===== src/rtl/fifo_uart_tx.sv =====
// fifo_uart_tx: drains a synchronous FIFO (one-cycle read latency) onto an
// 8N1-style UART line, LSB first, pacing FIFO pops to the serial bit rate.
module fifo_uart_tx #(
    parameter int unsigned DATAW        = 8,
    parameter int unsigned CLKS_PER_BIT = 16,
    parameter int unsigned STOP_BITS    = 1
) (
    input  logic             clk,
    input  logic             rst,
    input  logic             i_tx_en,
    input  logic             i_rd_empty,
    input  logic [DATAW-1:0] i_rd_data,
    output logic             o_rd_en,
    output logic             o_tx,
    output logic             o_busy
);

    localparam int unsigned BAUD_W = (CLKS_PER_BIT > 1) ? $clog2(CLKS_PER_BIT) : 1;
    localparam int unsigned BIT_W  = $clog2(DATAW + 1);

    localparam logic [BAUD_W-1:0] BAUD_LAST = BAUD_W'(CLKS_PER_BIT - 1);
    localparam logic [BIT_W-1:0]  DATA_LAST = BIT_W'(DATAW - 1);
    localparam logic [BIT_W-1:0]  STOP_LAST = BIT_W'(STOP_BITS - 1);

    // Reject parameter values the bit timing cannot support.
    if (CLKS_PER_BIT < 2) begin : g_bad_cpb
        $error("fifo_uart_tx: CLKS_PER_BIT must be at least 2");
    end
    if ((STOP_BITS != 1) && (STOP_BITS != 2)) begin : g_bad_stop
        $error("fifo_uart_tx: STOP_BITS must be 1 or 2");
    end

    typedef enum logic [2:0] {
        S_IDLE,
        S_LOAD,
        S_START,
        S_DATA,
        S_STOP
    } state_t;

    state_t             state_q, state_d;
    logic [BAUD_W-1:0]  baud_q,  baud_d;
    logic [BIT_W-1:0]   bit_q,   bit_d;
    logic [DATAW-1:0]   shreg_q, shreg_d;
    logic               tx_q,    tx_d;
    logic               busy_q,  busy_d;

    logic               rd_req;
    logic               baud_tick;

    // Pop request: only from IDLE, only when permitted and data is available.
    // Held low during reset so a pop can never be issued while the FSM is
    // forced back to IDLE.
    assign rd_req    = (state_q == S_IDLE) && i_tx_en && !i_rd_empty;
    assign o_rd_en   = rd_req && !rst;
    assign baud_tick = (baud_q == BAUD_LAST);

    // State, counters, shift register and line/busy flops.
    always_ff @(posedge clk or posedge rst) begin
        if (rst) begin
            state_q <= S_IDLE;
            baud_q  <= '0;
            bit_q   <= '0;
            shreg_q <= '0;
            tx_q    <= 1'b1;
            busy_q  <= 1'b0;
        end else begin
            state_q <= state_d;
            baud_q  <= baud_d;
            bit_q   <= bit_d;
            shreg_q <= shreg_d;
            tx_q    <= tx_d;
            busy_q  <= busy_d;
        end
    end

    // Next-state, counter and next-line-level logic.
    always_comb begin
        state_d = state_q;
        baud_d  = baud_q;
        bit_d   = bit_q;
        shreg_d = shreg_q;
        tx_d    = tx_q;

        case (state_q)
            S_IDLE: begin
                tx_d   = 1'b1;
                baud_d = '0;
                bit_d  = '0;
                if (rd_req) begin
                    state_d = S_LOAD;
                end
            end

            // FIFO read data is valid in this cycle; start bit begins next.
            S_LOAD: begin
                shreg_d = i_rd_data;
                tx_d    = 1'b0;
                baud_d  = '0;
                bit_d   = '0;
                state_d = S_START;
            end

            S_START: begin
                if (baud_tick) begin
                    baud_d  = '0;
                    tx_d    = shreg_q[0];
                    shreg_d = shreg_q >> 1;
                    state_d = S_DATA;
                end else begin
                    baud_d = baud_q + BAUD_W'(1);
                end
            end

            S_DATA: begin
                if (baud_tick) begin
                    baud_d = '0;
                    if (bit_q == DATA_LAST) begin
                        bit_d   = '0;
                        tx_d    = 1'b1;
                        state_d = S_STOP;
                    end else begin
                        bit_d   = bit_q + BIT_W'(1);
                        tx_d    = shreg_q[0];
                        shreg_d = shreg_q >> 1;
                    end
                end else begin
                    baud_d = baud_q + BAUD_W'(1);
                end
            end

            // Bit counter is reused to count stop-bit periods.
            S_STOP: begin
                tx_d = 1'b1;
                if (baud_tick) begin
                    baud_d = '0;
                    if (bit_q == STOP_LAST) begin
                        bit_d   = '0;
                        state_d = S_IDLE;
                    end else begin
                        bit_d = bit_q + BIT_W'(1);
                    end
                end else begin
                    baud_d = baud_q + BAUD_W'(1);
                end
            end

            default: begin
                tx_d    = 1'b1;
                baud_d  = '0;
                bit_d   = '0;
                state_d = S_IDLE;
            end
        endcase

        busy_d = (state_d != S_IDLE);
    end

    assign o_tx   = tx_q;
    assign o_busy = busy_q;

endmodule


===== config.mk =====
export PLATFORM = sky130hd
export DESIGN_NAME = fifo_uart_tx
export DESIGN_NICKNAME = d
export VERILOG_FILES = /design/src/rtl/fifo_uart_tx.sv
export SDC_FILE = /design/constraint.sdc
export NUM_CORES = 1
export LEC_CHECK = 0
export CAP_MARGIN = 20
export CORE_MARGIN = 5
export CORE_UTILIZATION = 35
export CTS_BUF_LIST = sky130_fd_sc_hd__clkbuf_16
export CTS_CLUSTER_SIZE = 40
export DETAILED_ROUTE_END_ITERATION = 8
export PLACE_DENSITY = 0.54
export SYNTH_ARGS = -nofsm -noshare
export SYNTH_HDL_FRONTEND = slang
export SYNTH_SLANG_ARGS = --single-unit
export TNS_END_PERCENT = 5

===== constraint.sdc =====
create_clock -name clk -period 5.2 [get_ports clk]
set_input_delay 0.78 -clock clk [delete_from_list [all_inputs] [get_ports clk]]
set_output_delay 0.78 -clock clk [all_outputs]
set_load 0.005 [all_outputs]

=== After elaboration in Yosys (flattened, before gate mapping) ===
Index checks and enable logic that the tools add are counted.

* Register bits: 21
* Input port bits: 12
* Output and inout port bits: 3
* Logic and storage cells: 54

* Add/sub/neg operators: 2
* Eq/ne operators: 10
* Mux-type cells: 22
* Bitwise operators: 1
* Reduce and logical (&&, ||, !) cells: 13

{| class="wikitable"
|+ Operators with widths
! cell !! count
|-
| $mux 4 || 6
|-
| $mux 8 || 3
|-
| $pmux 8 s3 || 1
|-
| $mux 3 || 6
|-
| $pmux 3 s5 || 1
|-
| $pmux 4 s3 || 1
|-
| $add 4x1->4 const B || 2
|-
| $ne 2x2->1 const B || 4
|-
| $eq 3x2->1 const B || 2
|-
| $reduce_bool 3->1 || 2
|-
| $eq 4x3->1 const B || 1
|-
| $eq 4x4->1 const B || 1
|-
| $logic_not 4->1 || 1
|-
| $reduce_and 4->1 || 1
|-
| $eq 3x1->1 const B || 1
|-
| $eq 3x3->1 const B || 1
|-
| $logic_and 1x1->1 || 3
|-
| $logic_not 3->1 || 1
|-
| $mux 1 || 3
|-
| $pmux 1 s3 || 1
|-
| $reduce_and 3->1 || 1
|-
| $reduce_or 3->1 || 1
|-
| $logic_not 1->1 || 2
|-
| $reduce_and 2->1 || 1
|-
| $not 1->1 || 1
|}

=== Longest topological paths before layout ===
Gate-level depths: netlist of run 1.

* Depth in word-level cells: 6
* Gate-level depth with buffers: 6
* Mapped depth without buffers: 6

=== Least setup slack after synthesis of run 1 ===
No wires, ideal clock.

* Path type: input -> output
* Start: input port i_rd_empty
* End: output port o_rd_en
* Arrival: 1.062 ns
* Required time: 4.420 ns
* Path slack: 3.358 ns
* Cell stages on the path: 3
* Path buffers: 0
* Cells stage by stage: nor2_1 -> nand3_1 -> nor2_1

* Word-level cells in the longest chain between the ends: 3

{| class="wikitable"
|+ Ends and longest elaborated chain
! what !! line !! RTL
|-
| start, declared || 11 || <nowiki>input logic i_rd_empty,</nowiki>
|-
| $logic_not 1->1 || 54 || <nowiki>assign rd_req = (state_q == S_IDLE) && i_tx_en && !i_rd_empty;</nowiki>
|-
| $logic_and 1x1->1 || 54 ||
|-
| $logic_and 1x1->1 || 55 || <nowiki>assign o_rd_en = rd_req && !rst;</nowiki>
|-
| end, declared || 13 || <nowiki>output logic o_rd_en,</nowiki>
|}

Every way passes these cells.

=== Final worst setup path of run 1 ===
Ends and elaborated chain as after synthesis.

==> reports/results.txt, run 1 <==
status: finished clean
Critical path buffers and inverters: 2
leakage power: 0.6008 nW
Post-DP HPWL: 1.632 mm
Crit. path cell count: 5
fin util: 44.67%
Post-Syn Area: 1099 sq um
reg2reg setup slack: 3120 ps
# diodes: 0
Post-CTS Hold Buffers: 0
Setup WS pre-CTS: 2415 ps
max-cap violation count: 0
CTS root buf: clkbuf_16
Synth top area share: 45.56%
Reg2Reg Depth: 5
first-pass GRT wire length: 4.015 mm
drt initial violations: 37
Cells after Synth: 112
CP arrival: 2000 ps
Setup Fix Bufs, Post-CTS: 0
antenna violations before repair: 0
largest net degree at the start of global routing: 22
setup_tns: 0 ps
Die Area: 4359 sq um
design area: 1353 sq um
number of cells after detailed placement: 166
Die Ht: 66.03 um
crit path launch type: primary input
Max Slew Vio Count: 0
Seq cells post-synth: 21
syn nets: 127
post-route clock period utilization: 53.44%
Cell Pwr Density: 255.2 nW/um^2
vias in the first global route: 890
WL/cell: 13.36 um
TritonCTS clock tree: yes
Total GRT Usage: 12.17%
Final Skew: 1.054 ps
crit-path cells: clkdlybuf4s50_1 > nor2_1 > nand3_1 > nor2_1 > clkdlybuf4s50_1
Avg Inst Size Synth: 9.809 sq um
# nets final: 142
Clock transition at path regs: 50 ps
Tightest Pin Transition: 789.5 ps
GP Congestion: 0.6662
CTS sink count: 21
Setup CP Type: in2out
Pre-Repair DR Iteration Count: 4
Critical path destination: o_rd_en
delay-heaviest family, CP: buffers and inverters
Fmax: 359.9 MHz
H-tree depth: 1
clk_lat worst skew: 250 ps
peak fanout along the critical path: 3
post-route minimum period: 2779 ps
Final Setup Violations: 0
DR vias/cell: 4.935
VDD IR-drop max: 0.00009430 V
initial core utilization: 36.28%
Crit. End Element: output port
Crit. Startpoint: i_rd_empty
fin cells: 170
global route overflow: 0
critical path data required time: 4420 ps
Reg-to-Reg Start: bit_q[0]$_DFFE_PP0P_
I/O pin total: 15
post-synthesis cell type count: 33
core area: 3028 sq um
Area Growth Syn to Fin: 23.12%
Hold Fails Final Rpt: 0
CTS max path bufs: 2
Critical Path Max Stage Delay: 510 ps
antenna-violating nets left: 0
num rows: 20
post-route setup slack: 2421 ps
share of cells above drive strength 1: 4.762%
DRC: 0
DR vias: 839
cts repair resizes: 0
Yosys top cell by area: dfrtp_1
RSZ-0062 raised after global routing: no
register area share after synthesis: 47.95%
Post-Route WL: 2.271 mm
Worst R2R End: shreg_q[4]$_DFFE_PP0P_
Die W: 66.03 um
top post-synthesis cells by area: dfrtp_1 46%, a21oi_1 8.7%, mux2i_1 7.3%
Post-DP Area: 1274 sq um
total CTS buffers: 3
Worst path slowest cell: clkdlybuf4s50_1
Slew headroom: 47.31%
YS warnings: 0
HP Class: reg2reg
PortBufs: 14
-- cell usage after synthesis (all sizes together) --
cell type   n
nor3        3
or3b        2
nor3b       1
mux2i       8
o2bb2ai     1
a21o        2
nand2       5
nor2        8
and4        1
and2b       1
o21ai       6
dfstp       1
a311oi      1
a31oi       1
xnor2       1
and3        1
nor2b       1
a21oi      19
ha          3
nand3b      1
and3b       1
buf         4
nand2b      4
and4b       1
o22ai       3
a21boi      1
nand3       3
dfrtp      20
inv         6
and2        2
-- flip-flops by register name, indices dropped and copies added (netlist names) --
| signal | cells |
|---|---|
| baud_q | 4 |
| o_busy | 1 |
| state_q | 3 |
| shreg_q | 8 |
| o_tx | 1 |
| bit_q | 4 |
-- layer usage --
layer / global-route usage, % / vias up / share of wire [%]
li1: - / 423 / -
met4: 7.614 / 0 / 2.6
met2: 19.52 / 14 / 46
met5: 0 / - / 0
met1: 14.56 / 397 / 47
met3: 2.891 / 5 / 4.2
-- stage by stage --
stage / hold slack, ps / power [mW]
floorplan: 465.7 / 0.1762
global placement: 487.0 / 0.1869
detailed placement: 496.9 / 0.1873
CTS: 511.4 / 0.3505
global route: 542.8 / 0.3626
finish: 507.1 / 0.3452
-- report_power, final --
| part | switching, mW | total, mW | internal [mW] |
|---|---|---|---|
| clock network | 0.0586 | 0.161 | 0.103 |
| logic | 0.00651 | 0.0165 | 0.00999 |
| registers | 0.00133 | 0.168 | 0.166 |
-- cells in the final DEF, fill, tap and decap left out --
| cell | netlist | final |
|---|---|---|
| o21ai_1 | 2 | 2 |
| ha_1 | 3 | 3 |
| and4b_1 | 1 | 1 |
| and4_1 | 1 | 1 |
| a21o_1 | 2 | 2 |
| a21oi_1 | 19 | 19 |
| dfrtp_1 | 20 | 20 |
| o2bb2ai_1 | 1 | 1 |
| nand3_1 | 3 | 3 |
| o22ai_4 | 1 | 1 |
| a21boi_1 | 1 | 1 |
| and3b_1 | 1 | 1 |
| a31oi_1 | 1 | 1 |
| nand2b_1 | 4 | 4 |
| and2_1 | 2 | 2 |
| nor2_1 | 8 | 8 |
| mux2i_1 | 8 | 8 |
| nand2_1 | 5 | 5 |
| clkdlybuf4s50_1 | 0 | 14 |
| clkbuf_16 | 0 | 3 |
| o21ai_0 | 4 | 4 |
| nor3_1 | 3 | 3 |
| dfstp_2 | 1 | 1 |
| nand3b_1 | 1 | 1 |
| and3_1 | 1 | 1 |
| o22ai_1 | 2 | 2 |
| and2b_1 | 1 | 1 |
| nor2b_1 | 1 | 1 |
| or3b_1 | 1 | 1 |
| nor3b_1 | 1 | 1 |
| or3b_4 | 1 | 1 |
| xnor2_1 | 1 | 1 |
| a311oi_1 | 1 | 1 |
| inv_1 | 6 | 7 |
-- worst min path at each step --
| stage | endpoint | cells past startpoint | from |
|---|---|---|---|
| after floorplan | baud_q[0]$_DFF_PP0_ | 1 | baud_q[0]$_DFF_PP0_ |
| after global placement | baud_q[0]$_DFF_PP0_ | 1 | baud_q[0]$_DFF_PP0_ |
| after detailed placement | o_tx$_DFFE_PP1P_ | 2 | shreg_q[0]$_DFFE_PP0P_ |
| after CTS | baud_q[0]$_DFF_PP0_ | 1 | baud_q[0]$_DFF_PP0_ |
| after global routing | o_tx$_DFFE_PP1P_ | 2 | shreg_q[0]$_DFFE_PP0P_ |
| final | baud_q[0]$_DFF_PP0_ | 1 | baud_q[0]$_DFF_PP0_ |
-- area by class of cell --
type	instances	area, sq um
Fill cell	297	1675
Timing Repair Buffer	14	140.1
Clock buffer	3	75.07
Clock inverter	1	3.754
Inverter	6	22.52
Multi-Input combinational cell	81	529.3
Sequential cell	21	526.8
Tap cell	44	55.05
-- logic make-up (layout without fill, tap and decap cells) --
kind of cell | count (synthesis) | after routing | share of synthesized area [%]
and+or+nand+nor | 35 | 35 | 18.11
AOI/OAI and AO/OA | 34 | 34 | 18.57
DFF | 21 | 21 | 47.95
buffers and inverters | 10 | 24 | 3.872
muxes | 8 | 8 | 7.290
adders and majority gates | 3 | 3 | 3.417
xor gates and xnor gates | 1 | 1 | 0.7974
Power figures use the tool's default switching activity.
==> run 2: changes to the inputs <==
--- a/config.mk
+++ b/config.mk
@@ -11,7 +11,7 @@
 export CTS_BUF_LIST = sky130_fd_sc_hd__clkbuf_16
 export CTS_CLUSTER_SIZE = 40
 export DETAILED_ROUTE_END_ITERATION = 8
-export PLACE_DENSITY = 0.54
+export PLACE_DENSITY = 0.56
 export SYNTH_ARGS = -nofsm -noshare
 export SYNTH_HDL_FRONTEND = slang
 export SYNTH_SLANG_ARGS = --single-unit
==> constraint.sdc (replaced) <==
create_clock -name clk -period 2.4 [get_ports clk]
set_input_delay 0.36 -clock clk [delete_from_list [all_inputs] [get_ports clk]]
set_output_delay 0.36 -clock clk [all_outputs]
set_load 0.005 [all_outputs]
==> reports/results.txt, run 2 (same netlist as run 1, synthesis figures left out) <==
GP Congestion: 0.7233 (was 0.6662)
Post-DP HPWL: 1.575 mm (was 1.632 mm)
I/O pin total: 15 (unchanged)
vias in the first global route: 833 (was 890)
critical path data required time: 2040 ps (was 4420 ps)
Setup WS pre-CTS: 456.5 ps (was 2415 ps)
post-route minimum period: 2049 ps
Post-DP Area: 1281 sq um (was 1274 sq um)
max-cap violation count: 0 (unchanged)
core area: 3028 sq um (unchanged)
Largest register FFs: 8 (unchanged)
largest net degree at the start of global routing: 22 (unchanged)
post-route setup slack: 351.0 ps (was 2421 ps)
Total GRT Usage: 11.46% (was 12.17%)
global route overflow: 0 (unchanged)
status: finished clean (unchanged)
DRC: 0 (unchanged)
Post-CTS Hold Buffers: 0 (unchanged)
reg2reg setup slack: 560 ps (was 3120 ps)
leakage power: 0.6049 nW (was 0.6008 nW)
clk_lat worst skew: 250 ps (about the same)
VDD IR-drop max: 0.0001865 V (was 0.00009430 V)
Clock transition at path regs: 60 ps (was 50 ps)
Setup Fix Bufs, Post-CTS: 0 (unchanged)
commonest non-fill, non-tap cell in the layout: dfrtp_1 (unchanged)
Max Slew Vio Count: 0 (unchanged)
Post-Route WL: 2.222 mm (was 2.271 mm)
CTS sink count: 21 (unchanged)
num rows: 20 (unchanged)
TritonCTS clock tree: yes (unchanged)
antenna violations before repair: 0 (unchanged)
Fmax: 488.0 MHz
first-pass GRT wire length: 3.870 mm (was 4.015 mm)
Final Setup Violations: 0 (unchanged)
CTS max path bufs: 2 (unchanged)
Tot Pwr: 747.4 uW (was 345.2 uW)
commonest non-fill, non-tap cells in the layout: 20 x dfrtp_1, 19 x a21oi_1, 14 x clkdlybuf4s50_1, 8 x nor2_1, 8 x mux2i_1 (unchanged)
fin cells: 171 (was 170)
Die Area: 4359 sq um (unchanged)
crit path launch type: flip-flop (was primary input)
# nets final: 143 (was 142)
Worst R2R End: o_busy$_DFF_PP0_ (was shreg_q[4]$_DFFE_PP0P_)
Hold Fails Final Rpt: 0 (unchanged)
CP arrival: 1690 ps (was 2000 ps)
number of cells after detailed placement: 167 (was 166)
HP Class: reg2reg (unchanged)
worst hold stages: 2 (was 1)
drt initial violations: 58 (was 37)
CTS root buf: clkbuf_16 (unchanged)
antenna-violating nets left: 0 (unchanged)
Most flops, register: shreg_q (unchanged)
Die W: 66.03 um (unchanged)
Tightest Pin Transition: 801.3 ps (was 789.5 ps)
WL/cell: 12.99 um (was 13.36 um)
total CTS buffers: 3 (unchanged)
Slew headroom: 46.52% (was 47.31%)
Setup CP Type: reg2out (was in2out)
Area Growth Syn to Fin: 23.92% (was 23.12%)
Hold Crit Start: shreg_q[0]$_DFFE_PP0P_ (was baud_q[0]$_DFF_PP0_)
PortBufs: 14 (unchanged)
DR vias: 823 (was 839)
Cell Pwr Density: 549.1 nW/um^2 (was 255.2 nW/um^2)
DR vias/cell: 4.813 (was 4.935)
cts repair resizes: 0 (unchanged)
Final Skew: 1.962 ps (was 1.054 ps)
Reg-to-Reg Start: baud_q[0]$_DFF_PP0_ (was bit_q[0]$_DFFE_PP0P_)
Reg2Reg Depth: 5 (unchanged)
Die Ht: 66.03 um (unchanged)
H-tree depth: 1 (unchanged)
peak fanout along the critical path: 8 (was 3)
initial core utilization: 36.28% (unchanged)
hold path endpoint: o_tx$_DFFE_PP1P_ (was baud_q[0]$_DFF_PP0_)
design area: 1361 sq um (was 1353 sq um)
Regs by FF count: shreg_q: 8 flops, baud_q: 4 flops, bit_q: 4 flops (unchanged)
Pre-Repair DR Iteration Count: 2 (was 4)
post-route clock period utilization: 85.38%
RSZ-0062 raised after global routing: no (unchanged)
share of cells above drive strength 1: 6.299% (was 4.762%)
Crit. End Element: output port (unchanged)
setup_tns: 0 ps (unchanged)
# diodes: 0 (unchanged)
## run 2: metal layers
layer  vias up  routed length [um]  track usage [%]
li1        427                   -                -
met1       378                1104            15.28
met2        12                 985            17.52
met3         6                  97            3.061
met4         0                  34            4.569
met5         -                   0                0
## run 2: power by group
part           total [mW]  switching [mW]  internal (mW)
clock               0.349           0.126          0.224
combinational      0.0356          0.0140         0.0216
sequential          0.363         0.00275          0.360
total               0.747           0.142          0.605
## run 2: through the flow
stage | utilization (%) | hold WS [ps]
finish | 44.96 | 490.9
global route | 44.96 | 529.4
CTS | 44.96 | 493.2
detailed placement | 42.31 | 482.7
global placement | 42.31 | 477.1
floorplan | - | 335.8
## run 2: worst max-delay path by stage
stage	start	to	slack, ps
floorplan	baud_q[0]$_DFF_PP0_	o_busy$_DFF_PP0_	660
global placement	i_rd_empty	o_rd_en	440
detailed placement	i_rd_empty	o_rd_en	460
CTS	state_q[1]$_DFF_PP0_	o_rd_en	340
global route	state_q[0]$_DFF_PP0_	o_rd_en	180
finish	state_q[1]$_DFF_PP0_	o_rd_en	350
## run 2: cell type report
| cell class | instances | area [sq um] |
|---|---|---|
| multi-input cells | 81 | 529.3 |
| repair buffers | 15 | 147.6 |
| clock buffers | 3 | 75.07 |
| flip-flops and latches | 21 | 526.8 |
| fillers | 300 | 1667 |
| clock inverters | 1 | 5.005 |
| inverters | 6 | 22.52 |
| well taps | 44 | 55.05 |
## run 2: worst max-delay path, stage by stage, from the launching register on
cell,delay [ps]
dfrtp_1,460
nor2_1,210
nand3_1,150
nor2_1,110
clkdlybuf4s50_1,510
==> run 3: changes to the inputs <==
--- a/config.mk
+++ b/config.mk
@@ -7,11 +7,11 @@
 export LEC_CHECK = 0
 export CAP_MARGIN = 20
 export CORE_MARGIN = 5
-export CORE_UTILIZATION = 35
+export CORE_UTILIZATION = 48
 export CTS_BUF_LIST = sky130_fd_sc_hd__clkbuf_16
 export CTS_CLUSTER_SIZE = 40
 export DETAILED_ROUTE_END_ITERATION = 8
-export PLACE_DENSITY = 0.56
+export PLACE_DENSITY = 0.73
 export SYNTH_ARGS = -nofsm -noshare
 export SYNTH_HDL_FRONTEND = slang
 export SYNTH_SLANG_ARGS = --single-unit
==> reports/results.txt, run 3 (same netlist as run 1, synthesis figures left out) <==
status: finished clean (unchanged)
fillers: 195 (was 300)
leakage power: 0.6049 nW (unchanged)
Hold Crit Start: baud_q[0]$_DFF_PP0_ (was shreg_q[0]$_DFFE_PP0P_)
Die W: 57.84 um (was 66.03 um)
number of cells after detailed placement: 151 (was 167)
Largest register FFs: 8 (unchanged)
Post-DP HPWL: 1.464 mm (was 1.575 mm)
Final Setup Violations: 0 (unchanged)
Setup Fix Bufs, Post-CTS: 0 (unchanged)
first-pass GRT wire length: 3.850 mm (was 3.870 mm)
Tightest Pin Transition: 773.8 ps (was 801.3 ps)
Clock transition at path regs: 60 ps (about the same)
Crit. Startpoint: state_q[0]$_DFF_PP0_ (was state_q[1]$_DFF_PP0_)
Crit. End Element: output port (unchanged)
Cell Pwr Density: 557.6 nW/um^2 (was 549.1 nW/um^2)
post-route minimum period: 2023 ps (was 2049 ps)
fin cells: 155 (was 171)
Total GRT Usage: 14.94% (was 11.46%)
design area: 1341 sq um (was 1361 sq um)
I/O pin total: 15 (unchanged)
drt initial violations: 22 (was 58)
Max Slew Vio Count: 0 (unchanged)
Post-DP Area: 1261 sq um (was 1281 sq um)
Post-CTS Hold Buffers: 0 (unchanged)
clk_lat worst skew: 250 ps (about the same)
final hold slack: 499.1 ps (was 490.9 ps)
GP Congestion: 0.7984 (was 0.7233)
reg2reg setup slack: 590 ps (was 560 ps)
HP Class: reg2reg (unchanged)
post-route setup slack: 377.3 ps (was 351.0 ps)
crit path launch type: flip-flop (unchanged)
# diodes: 0 (unchanged)
Reg-to-Reg Start: baud_q[0]$_DFF_PP0_ (unchanged)
critical path data required time: 2040 ps (about the same)
H-tree depth: 1 (unchanged)
share of cells above drive strength 1: 6.299% (unchanged)
PortBufs: 14 (unchanged)
vias in the first global route: 832 (was 833)
Die Ht: 57.84 um (was 66.03 um)
antenna-violating nets left: 0 (unchanged)
post-route clock period utilization: 84.28% (was 85.38%)
CP arrival: 1660 ps (was 1690 ps)
Setup WS pre-CTS: 492.1 ps (was 456.5 ps)
commonest non-fill, non-tap cells in the layout: 20 x dfrtp_1, 19 x a21oi_1, 14 x clkdlybuf4s50_1, 8 x nor2_1, 8 x mux2i_1 (unchanged)
Fmax: 494.4 MHz (was 488.0 MHz)
Worst R2R End: o_busy$_DFF_PP0_ (unchanged)
fin util: 61.22% (was 44.96%)
Reg2Reg Depth: 5 (unchanged)
Tot Pwr: 747.9 uW (was 747.4 uW)
DR vias: 845 (was 823)
Regs by FF count: shreg_q: 8 flops, baud_q: 4 flops, bit_q: 4 flops (unchanged)
Critical path destination: o_rd_en (unchanged)
Slew headroom: 48.35% (was 46.52%)
DRC: 0 (unchanged)
CTS sink count: 21 (unchanged)
setup_tns: 0 ps (unchanged)
global route overflow: 0 (unchanged)
core area: 2191 sq um (was 3028 sq um)
initial core utilization: 50.14% (was 36.28%)
num rows: 17 (was 20)
CTS root buf: clkbuf_16 (unchanged)
DR vias/cell: 5.452 (was 4.813)
peak fanout along the critical path: 8 (unchanged)
largest net degree at the start of global routing: 22 (unchanged)
Final Skew: 2.603 ps (was 1.962 ps)
VDD IR-drop max: 0.0004701 V (was 0.0001865 V)
commonest non-fill, non-tap cell in the layout: dfrtp_1 (unchanged)
Pre-Repair DR Iteration Count: 4 (was 2)
total CTS buffers: 3 (unchanged)
CTS max path bufs: 2 (unchanged)
Hold Fails Final Rpt: 0 (unchanged)
# nets final: 143 (unchanged)
Die Area: 3345 sq um (was 4359 sq um)
Most flops, register: shreg_q (unchanged)
TritonCTS clock tree: yes (unchanged)
max-cap violation count: 0 (unchanged)
Area Growth Syn to Fin: 22.10% (was 23.92%)
RSZ-0062 raised after global routing: no (unchanged)
Setup CP Type: reg2out (unchanged)
antenna violations before repair: 0 (unchanged)
WL/cell: 13.89 um (was 12.99 um)
Post-Route WL: 2.153 mm (was 2.222 mm)
cts repair resizes: 0 (unchanged)
==> run 3: worst min path at each step <==
stage | to | cells after the start
2_1_floorplan | baud_q[0]$_DFF_PP0_ | 1
3_3_place_gp | o_tx$_DFFE_PP1P_ | 2
3_5_place_dp | o_tx$_DFFE_PP1P_ | 2
4_1_cts | baud_q[0]$_DFF_PP0_ | 1
5_1_grt | baud_q[0]$_DFF_PP0_ | 1
6_report | baud_q[0]$_DFF_PP0_ | 1
==> run 3: metal layers <==
layer | up-vias | track usage [%] | wire (um)
met2 | 13 | 23.06 | 1004
li1 | 428 | - | -
met4 | 0 | 5.960 | 25
met3 | 4 | 5.345 | 102
met1 | 400 | 19.00 | 1020
met5 | - | 0 | 0
==> run 3: worst max-delay path, stage by stage, from the launching register on <==
cell and delay [ps]:
dfrtp_1 470, nor2_1 210, nand3_1 130, nor2_1 100
clkdlybuf4s50_1 500
==> run 3: where the power goes <==
group | switching [mW] | total [mW] | internal (mW)
logic | 0.0142 | 0.0358 | 0.0216
registers | 0.00310 | 0.363 | 0.360
clock network | 0.125 | 0.349 | 0.224
total | 0.143 | 0.748 | 0.605
==> run 3: area by class of cell <==
| cell class | count | area [sq um] | area share (%) |
|---|---|---|---|
| Multi-Input combinational cell | 81 | 529.3 | 39.46 |
| Sequential cell | 21 | 526.8 | 39.27 |
| Timing Repair Buffer | 15 | 147.6 | 11.01 |
| Clock buffer | 3 | 75.07 | 5.597 |
| Tap cell | 28 | 35.03 | 2.612 |
| Inverter | 6 | 22.52 | 1.679 |
| Clock inverter | 1 | 5.005 | 0.3731 |
